## src/rtl/mem_port_arbiter.sv

```systemverilog
// mem_port_arbiter: shares one single-ported, variable-latency memory
// between instruction fetch (IF) and load/store (MEM). Loads and stores win
// over fetches because they belong to the older instruction.
// Optional feature macro: MEM_PORT_ARBITER_PERF_EN adds stall/conflict counters.
//
// state  | meaning
// -------+-----------------------------------------------------------
// IDLE   | no access in flight; arbitrate d_req over if_req
// FETCH  | instruction read in flight, waiting for mem_ready
// DATA   | load/store in flight, waiting for mem_ready
// RESP   | one response cycle: pulse if_valid/d_done, pipeline advances
module mem_port_arbiter #(
    parameter int ADDR_W = 16,
    parameter int DATA_W = 16
) (
    input  logic              clk,
    input  logic              rst_n,
    input  logic              if_req,
    input  logic [ADDR_W-1:0] if_addr,
    input  logic              d_re,
    input  logic              d_we,
    input  logic [ADDR_W-1:0] d_addr,
    input  logic [DATA_W-1:0] d_wdata,
    input  logic              flush,
    output logic              mem_en,
    output logic              mem_we,
    output logic [ADDR_W-1:0] mem_addr,
    output logic [DATA_W-1:0] mem_wdata,
    input  logic              mem_ready,
    input  logic [DATA_W-1:0] mem_rdata,
    output logic              if_valid,
    output logic [DATA_W-1:0] if_rdata,
    output logic              d_done,
    output logic [DATA_W-1:0] d_rdata,
    output logic              mem_stall
`ifdef MEM_PORT_ARBITER_PERF_EN
    ,
    output logic [31:0]       stall_cycles,
    output logic [31:0]       conflict_cycles
`endif
);

    typedef enum logic [1:0] {
        S_IDLE  = 2'd0,
        S_FETCH = 2'd1,
        S_DATA  = 2'd2,
        S_RESP  = 2'd3
    } state_t;

    state_t             r_state, w_state_nxt;
    logic               r_mem_en, w_mem_en_nxt;
    logic               r_mem_we, w_mem_we_nxt;
    logic [ADDR_W-1:0]  r_mem_addr, w_mem_addr_nxt;
    logic [DATA_W-1:0]  r_mem_wdata, w_mem_wdata_nxt;
    logic [DATA_W-1:0]  r_if_rdata, w_if_rdata_nxt;
    logic [DATA_W-1:0]  r_d_rdata, w_d_rdata_nxt;
    logic               r_from_data, w_from_data_nxt;
    logic               r_discard, w_discard_nxt;
    logic               w_d_req;

    // A simultaneous load+store request is a store: mem_we follows d_we.
    assign w_d_req = d_re | d_we;

    // State and access registers; reset abandons any in-flight access.
    always_ff @(posedge clk or negedge rst_n) begin
        if (!rst_n) begin
            r_state     <= S_IDLE;
            r_mem_en    <= 1'b0;
            r_mem_we    <= 1'b0;
            r_mem_addr  <= '0;
            r_mem_wdata <= '0;
            r_if_rdata  <= '0;
            r_d_rdata   <= '0;
            r_from_data <= 1'b0;
            r_discard   <= 1'b0;
        end else begin
            r_state     <= w_state_nxt;
            r_mem_en    <= w_mem_en_nxt;
            r_mem_we    <= w_mem_we_nxt;
            r_mem_addr  <= w_mem_addr_nxt;
            r_mem_wdata <= w_mem_wdata_nxt;
            r_if_rdata  <= w_if_rdata_nxt;
            r_d_rdata   <= w_d_rdata_nxt;
            r_from_data <= w_from_data_nxt;
            r_discard   <= w_discard_nxt;
        end
    end

    // Next-state and next-register values; everything holds by default.
    always_comb begin
        w_state_nxt     = r_state;
        w_mem_en_nxt    = r_mem_en;
        w_mem_we_nxt    = r_mem_we;
        w_mem_addr_nxt  = r_mem_addr;
        w_mem_wdata_nxt = r_mem_wdata;
        w_if_rdata_nxt  = r_if_rdata;
        w_d_rdata_nxt   = r_d_rdata;
        w_from_data_nxt = r_from_data;
        w_discard_nxt   = r_discard;
        case (r_state)
            S_IDLE: begin
                if (w_d_req) begin
                    w_mem_addr_nxt  = d_addr;
                    w_mem_wdata_nxt = d_wdata;
                    w_mem_we_nxt    = d_we;
                    w_mem_en_nxt    = 1'b1;
                    w_from_data_nxt = 1'b1;
                    w_state_nxt     = S_DATA;
                end else if (if_req && !flush) begin
                    w_mem_addr_nxt  = if_addr;
                    w_mem_we_nxt    = 1'b0;
                    w_mem_en_nxt    = 1'b1;
                    w_from_data_nxt = 1'b0;
                    w_state_nxt     = S_FETCH;
                end
            end
            S_FETCH: begin
                // The memory cannot abort, so a flushed fetch runs to completion
                // and only its if_valid pulse is dropped.
                if (flush) begin
                    w_discard_nxt = 1'b1;
                end
                if (mem_ready) begin
                    w_mem_en_nxt   = 1'b0;
                    w_mem_we_nxt   = 1'b0;
                    w_if_rdata_nxt = mem_rdata;
                    w_state_nxt    = S_RESP;
                end
            end
            S_DATA: begin
                if (mem_ready) begin
                    w_mem_en_nxt = 1'b0;
                    w_mem_we_nxt = 1'b0;
                    if (!r_mem_we) begin
                        w_d_rdata_nxt = mem_rdata;
                    end
                    w_state_nxt = S_RESP;
                end
            end
            S_RESP: begin
                w_discard_nxt = 1'b0;
                w_state_nxt   = S_IDLE;
            end
            default: begin
                w_state_nxt = S_IDLE;
            end
        endcase
    end

    assign mem_en    = r_mem_en;
    assign mem_we    = r_mem_we;
    assign mem_addr  = r_mem_addr;
    assign mem_wdata = r_mem_wdata;
    assign if_rdata  = r_if_rdata;
    assign d_rdata   = r_d_rdata;

    assign d_done   = (r_state == S_RESP) & r_from_data;
    assign if_valid = (r_state == S_RESP) & ~r_from_data & ~r_discard & ~flush;

    // Low in RESP so the pipeline advances exactly once per access; a fetch
    // request alongside a jump in IDLE is not issued, so it must not freeze.
    assign mem_stall = (w_d_req | if_req) & (r_state != S_RESP)
                     & ~((r_state == S_IDLE) & flush & ~w_d_req);

`ifdef MEM_PORT_ARBITER_PERF_EN
    logic [31:0] r_stall_cycles;
    logic [31:0] r_conflict_cycles;

    // Free-running, wrapping event counters for stall and arbitration loss.
    always_ff @(posedge clk or negedge rst_n) begin
        if (!rst_n) begin
            r_stall_cycles    <= '0;
            r_conflict_cycles <= '0;
        end else begin
            if (mem_stall) begin
                r_stall_cycles <= r_stall_cycles + 32'd1;
            end
            if ((r_state == S_IDLE) && w_d_req && if_req) begin
                r_conflict_cycles <= r_conflict_cycles + 32'd1;
            end
        end
    end

    assign stall_cycles    = r_stall_cycles;
    assign conflict_cycles = r_conflict_cycles;
`endif

endmodule

```

## config.mk

```make
export PLATFORM = sky130hd
export DESIGN_NAME = mem_port_arbiter
export DESIGN_NICKNAME = d
export VERILOG_FILES = /design/src/rtl/mem_port_arbiter.sv
export SDC_FILE = /design/constraint.sdc
export NUM_CORES = 1
export LEC_CHECK = 0
export CAP_MARGIN = 20
export CORE_ASPECT_RATIO = 0.7
export CORE_MARGIN = 2
export CORE_UTILIZATION = 30
export DETAILED_ROUTE_END_ITERATION = 12
export DONT_BUFFER_PORTS = 1
export SKIP_LAST_GASP = 1
export SYNTH_ARGS = -nofsm -noshare
export SYNTH_HDL_FRONTEND = slang
export SYNTH_SLANG_ARGS = --single-unit
export TNS_END_PERCENT = 100
```

## constraint.sdc

```tcl
create_clock -name clk -period 2.3 [get_ports clk]
set_input_delay 0.69 -clock clk [delete_from_list [all_inputs] [get_ports clk]]
set_output_delay 0.69 -clock clk [all_outputs]
set_load 0.03 [all_outputs]
```

==> reports/summary.md <==
The peak per-stage delay on the critical path was 390 ps; the number of global-route vias before repair was 1821. The worst setup path is launched from a flop. The initial core utilization was 31.32%.

Sequential cells burn 54.2% of the power. The switching power share of the total works out to 41.92%. The logs give 0 for the max-cap check violation count and 56.86% for the register area share after synthesis.

For the routed wire length, the log shows 6233 um. In the final layout, the multi-input gates occupy 1284 um^2. The run gives 9 as the total CTS buffers. At the later pin of the worst-skew pair, clock insertion delay measures 330 ps.

The xor/xnor cell area share of the yosys netlist came out at 0%. The proportion of synthesized flip-flops having asynchronous set or reset was 100.0%; the fraction of layout cells with a size suffix above 1 was 52.13%. The worst path arrival time was 1530 ps; the largest fanout on the critical path was 6. The root buffer cell chosen for the clock tree is sky130_fd_sc_hd__clkbuf_16.

The worst hold path class is input pin to async pin. Initial antenna violation count: 0. In this design, the largest share of critical-path delay is due to flip-flops. Filler cell count: 942. The core region is 9834 um^2.

In this run the tool buffered the top-level ports with 0 buffer cells. The fraction of power consumed by the clock network came out at 22.6%. The area growth from synthesis to layout is 16.57%.

The number of different library cells used by synthesis comes to 31. The headroom to the max-slew limit was 39.84%; the area taken by flip-flops and latches was 1752 um^2. Leaving out fill and tap cells, the most frequent cells in the layout are 70 x sky130_fd_sc_hd__dfrtp_1, 59 x sky130_fd_sc_hd__mux2_2, 21 x sky130_fd_sc_hd__mux2_4. The worst setup timing slack at the placement stage was 211.4 ps; the simple-gate portion of the synthesized area was 2.640%. Setup violations remaining at the end of the flow were counted as 0. Summing the areas of all compound-gate instances in the mapped netlist gives 3.534% of the synthesized area. Measured along the y axis, the die boundary spans 88.78 um. The instance count after placement with tap cells included was 322; the die boundary width was 125.1 um. The completed layout was analyzed and its total power is 6479 uW. The run gives 3591 um^2 as the finished layout cell area.

0 antenna diodes ended up in the layout. Clock tree synthesis found a total of 70 sinks. The most common cell after layout, fill and taps aside is sky130_fd_sc_hd__dfrtp_1. The number of buffers and inverters on the critical path is 2. At the end of routability-driven placement, the weighted congestion stood at 0.7300. For the total grt overflow, the log shows 0. The flow ran to the end, and the final reports show no timing, DRC or antenna violations. TritonCTS built the clock tree. Row generation in the floorplan step produced 30 rows. The first-pass GRT wire length came out at 9528 um.

Between clock sinks in the finished design, the worst skew comes to 6.662 ps. The number of max-slew violations in the final report is 0. Setup repair after global routing left no endpoint under its margin.

For the hold buffer count at cts, the log shows 0. For this design the static power due to leakage is 0.001567 uW. The placed instance area was 3249 um^2; the area share of fa/ha/maj cells after synthesis was 2.437%. For this run, the total global-route usage over all layers was measured as 11.34%. The initial detailed-routing violation count came out at 25.

Averaged over all synthesized cells, the footprint is 15.96 um^2. In this run the number of H-tree levels came out at 3. The via density per instance was 4.794. When the netlist entered floorplanning its net count stood at 270. In the final timing run, aggregate negative setup slack is 0 ps. Standard cell with the maximum stage delay on the critical path: sky130_fd_sc_hd__dfrtp_1. The final hold violation count came out at 0. The synthesized netlist occupies a cell area of 3080 um^2. In the final design database the tool counted 283 nets.

Final worst slack: 81.07 ps. STA classifies the critical path endpoint as a primary output. For the pin with the worst max-slew slack, the measured transition is 902.4 ps. The post-route minimum period was 2219 ps; the share of synthesized area spent on multiplexers was 32.13%. Internal power comes to 3763 uW. Synthesis produced 193 cells. The logs give 4388 um for the estimated wirelength of the detail-placed design and 11110 um^2 for the area enclosed by the die boundary. The number of optimization iterations in the first detailed-route pass came out at 3. After synthesis, the largest family of logic cells by area is multiplexers. For the number of design rule violations left after detail routing, the log shows 0.

For this run, the number of Yosys warnings is 0. The critical path goes through inv_1 > ha_4 > and3_4 > nor3_2 > buf_4. For the vias after detailed routing, the log shows 1625. The primary flip-flop cell chosen by synthesis mapping was sky130_fd_sc_hd__dfrtp_1. Routed wire length per instance: 18.39 um. The ratio of final minimum period to clock period is 96.48%.

The power density relative to cell area was 1804 nW/um^2; the highest achievable clock rate was 450.7 MHz. Leaving out filler cells and counting taps, the final layout contains 339. The combinational fraction of design power is 23.2%, and the count of flip-flops with a built-in enable after synthesis is 0. The worst-case IR drop observed on VDD is 0.9259 mV.

The net switching power figure was 2716 uW. By startpoint and endpoint, the worst setup path is classified as flop to primary output. For the worst setup path, the data required time is 1610 ps.

The clock-pin transition on the worst setup and hold timing paths was 60 ps. Counting flops and latches in the post-synthesis netlist gives 70. During I/O placement, the number of pins put on the boundary was 140. The number of nets still failing antenna checks after routing was 0; the largest net degree at the start of global routing was 71.

Counting along the longest clock path gives a buffer depth of 2.
state kept, by name (all words and copies together), names as in the netlist:
signal / cells
mem_addr: 16
r_from_data: 1
d_rdata: 16
mem_en: 1
if_rdata: 16
mem_we: 1
r_state: 2
r_discard: 1
mem_wdata: 16
path summary, 6_finish.rpt:
check	start	to	slack (ps)	cells past startpoint
min in group clk	flush	r_discard	460	1
worst min-delay path	rst_n	mem_addr[14]	60	0
worst max register to register	r_state[1]	mem_addr[11]	650	5
worst min register to register	r_discard	r_discard	580	2
worst max-delay path	r_state[1]	mem_stall	80	5
max in group asynchronous	rst_n	mem_wdata[0]	2140	0
power groups by stage:
| stage | clock network [uW] | registers [uW] | logic, uW |
|---|---|---|---|
| after floorplan | 0 | 3380 | 1260 |
| after global placement | 0 | 3540 | 1420 |
| after detailed placement | 0 | 3540 | 1480 |
| after CTS | 1520 | 3520 | 1510 |
| after global routing | 1560 | 3590 | 1660 |
| final | 1460 | 3510 | 1510 |
stage by stage:
| step | util (%) | hold slack [ps] |
|---|---|---|
| after floorplan | - | 394.4 |
| after global placement | 33.04 | 395.8 |
| after detailed placement | 33.04 | 395.8 |
| after CTS | 36.41 | 35.85 |
| after global routing | 36.51 | 31.26 |
| final | 36.51 | 55.22 |
timing repair:
action	4_1_cts	5_1_grt
gates cloned	0	0
setup endpoints to repair	1	1
buffers inserted	1	0
hold endpoints to repair	0	0
gates resized for setup	2	1
Yosys cell counts (2+ instances only):
master | n | area [um^2]
sky130_fd_sc_hd__buf_6 | 2 | 22.52
sky130_fd_sc_hd__mux2_2 | 59 | 664.4
sky130_fd_sc_hd__mux2_4 | 21 | 315.3
sky130_fd_sc_hd__nor3_1 | 2 | 10.01
sky130_fd_sc_hd__a21boi_0 | 2 | 15.01
sky130_fd_sc_hd__nand2_1 | 2 | 7.510
sky130_fd_sc_hd__inv_1 | 5 | 18.77
sky130_fd_sc_hd__ha_1 | 6 | 75.07
sky130_fd_sc_hd__buf_2 | 2 | 10.01
sky130_fd_sc_hd__dfrtp_1 | 70 | 1752
sky130_fd_sc_hd__o22ai_1 | 2 | 12.51
cells by family after synthesis:
group / after synthesis
multiplexers: 81
flip-flops: 70
AO/OA/AOI/OAI: 13
AND/OR/NAND/NOR: 12
buffers and inverters: 11
adder cells (fa/ha/maj): 6
metal layers:
layer  global-route usage, %  wire length (um)  up-vias
met5                       0                 0        -
met2                   17.54              2895       83
met4                   4.242                97        0
li1                        -                 -      718
met1                   13.15              2538      814
met3                   6.711               702       10
worst register-to-register path: stages (launching register included):
cell                       delay (ps)
sky130_fd_sc_hd__dfrtp_1          410
sky130_fd_sc_hd__inv_1            170
sky130_fd_sc_hd__ha_4             200
sky130_fd_sc_hd__a21boi_4         180
sky130_fd_sc_hd__buf_4            230
sky130_fd_sc_hd__mux2_2           360
cell type report:
type	count	share of cell area (%)
clock inverter	4	1.951
timing repair buffer	8	1.672
clock buffer	12	6.864
sequential	70	48.78
tap	128	4.460
inverter	5	0.5226
multi-input combinational	112	35.75
(Power assumes the default switching activity.)
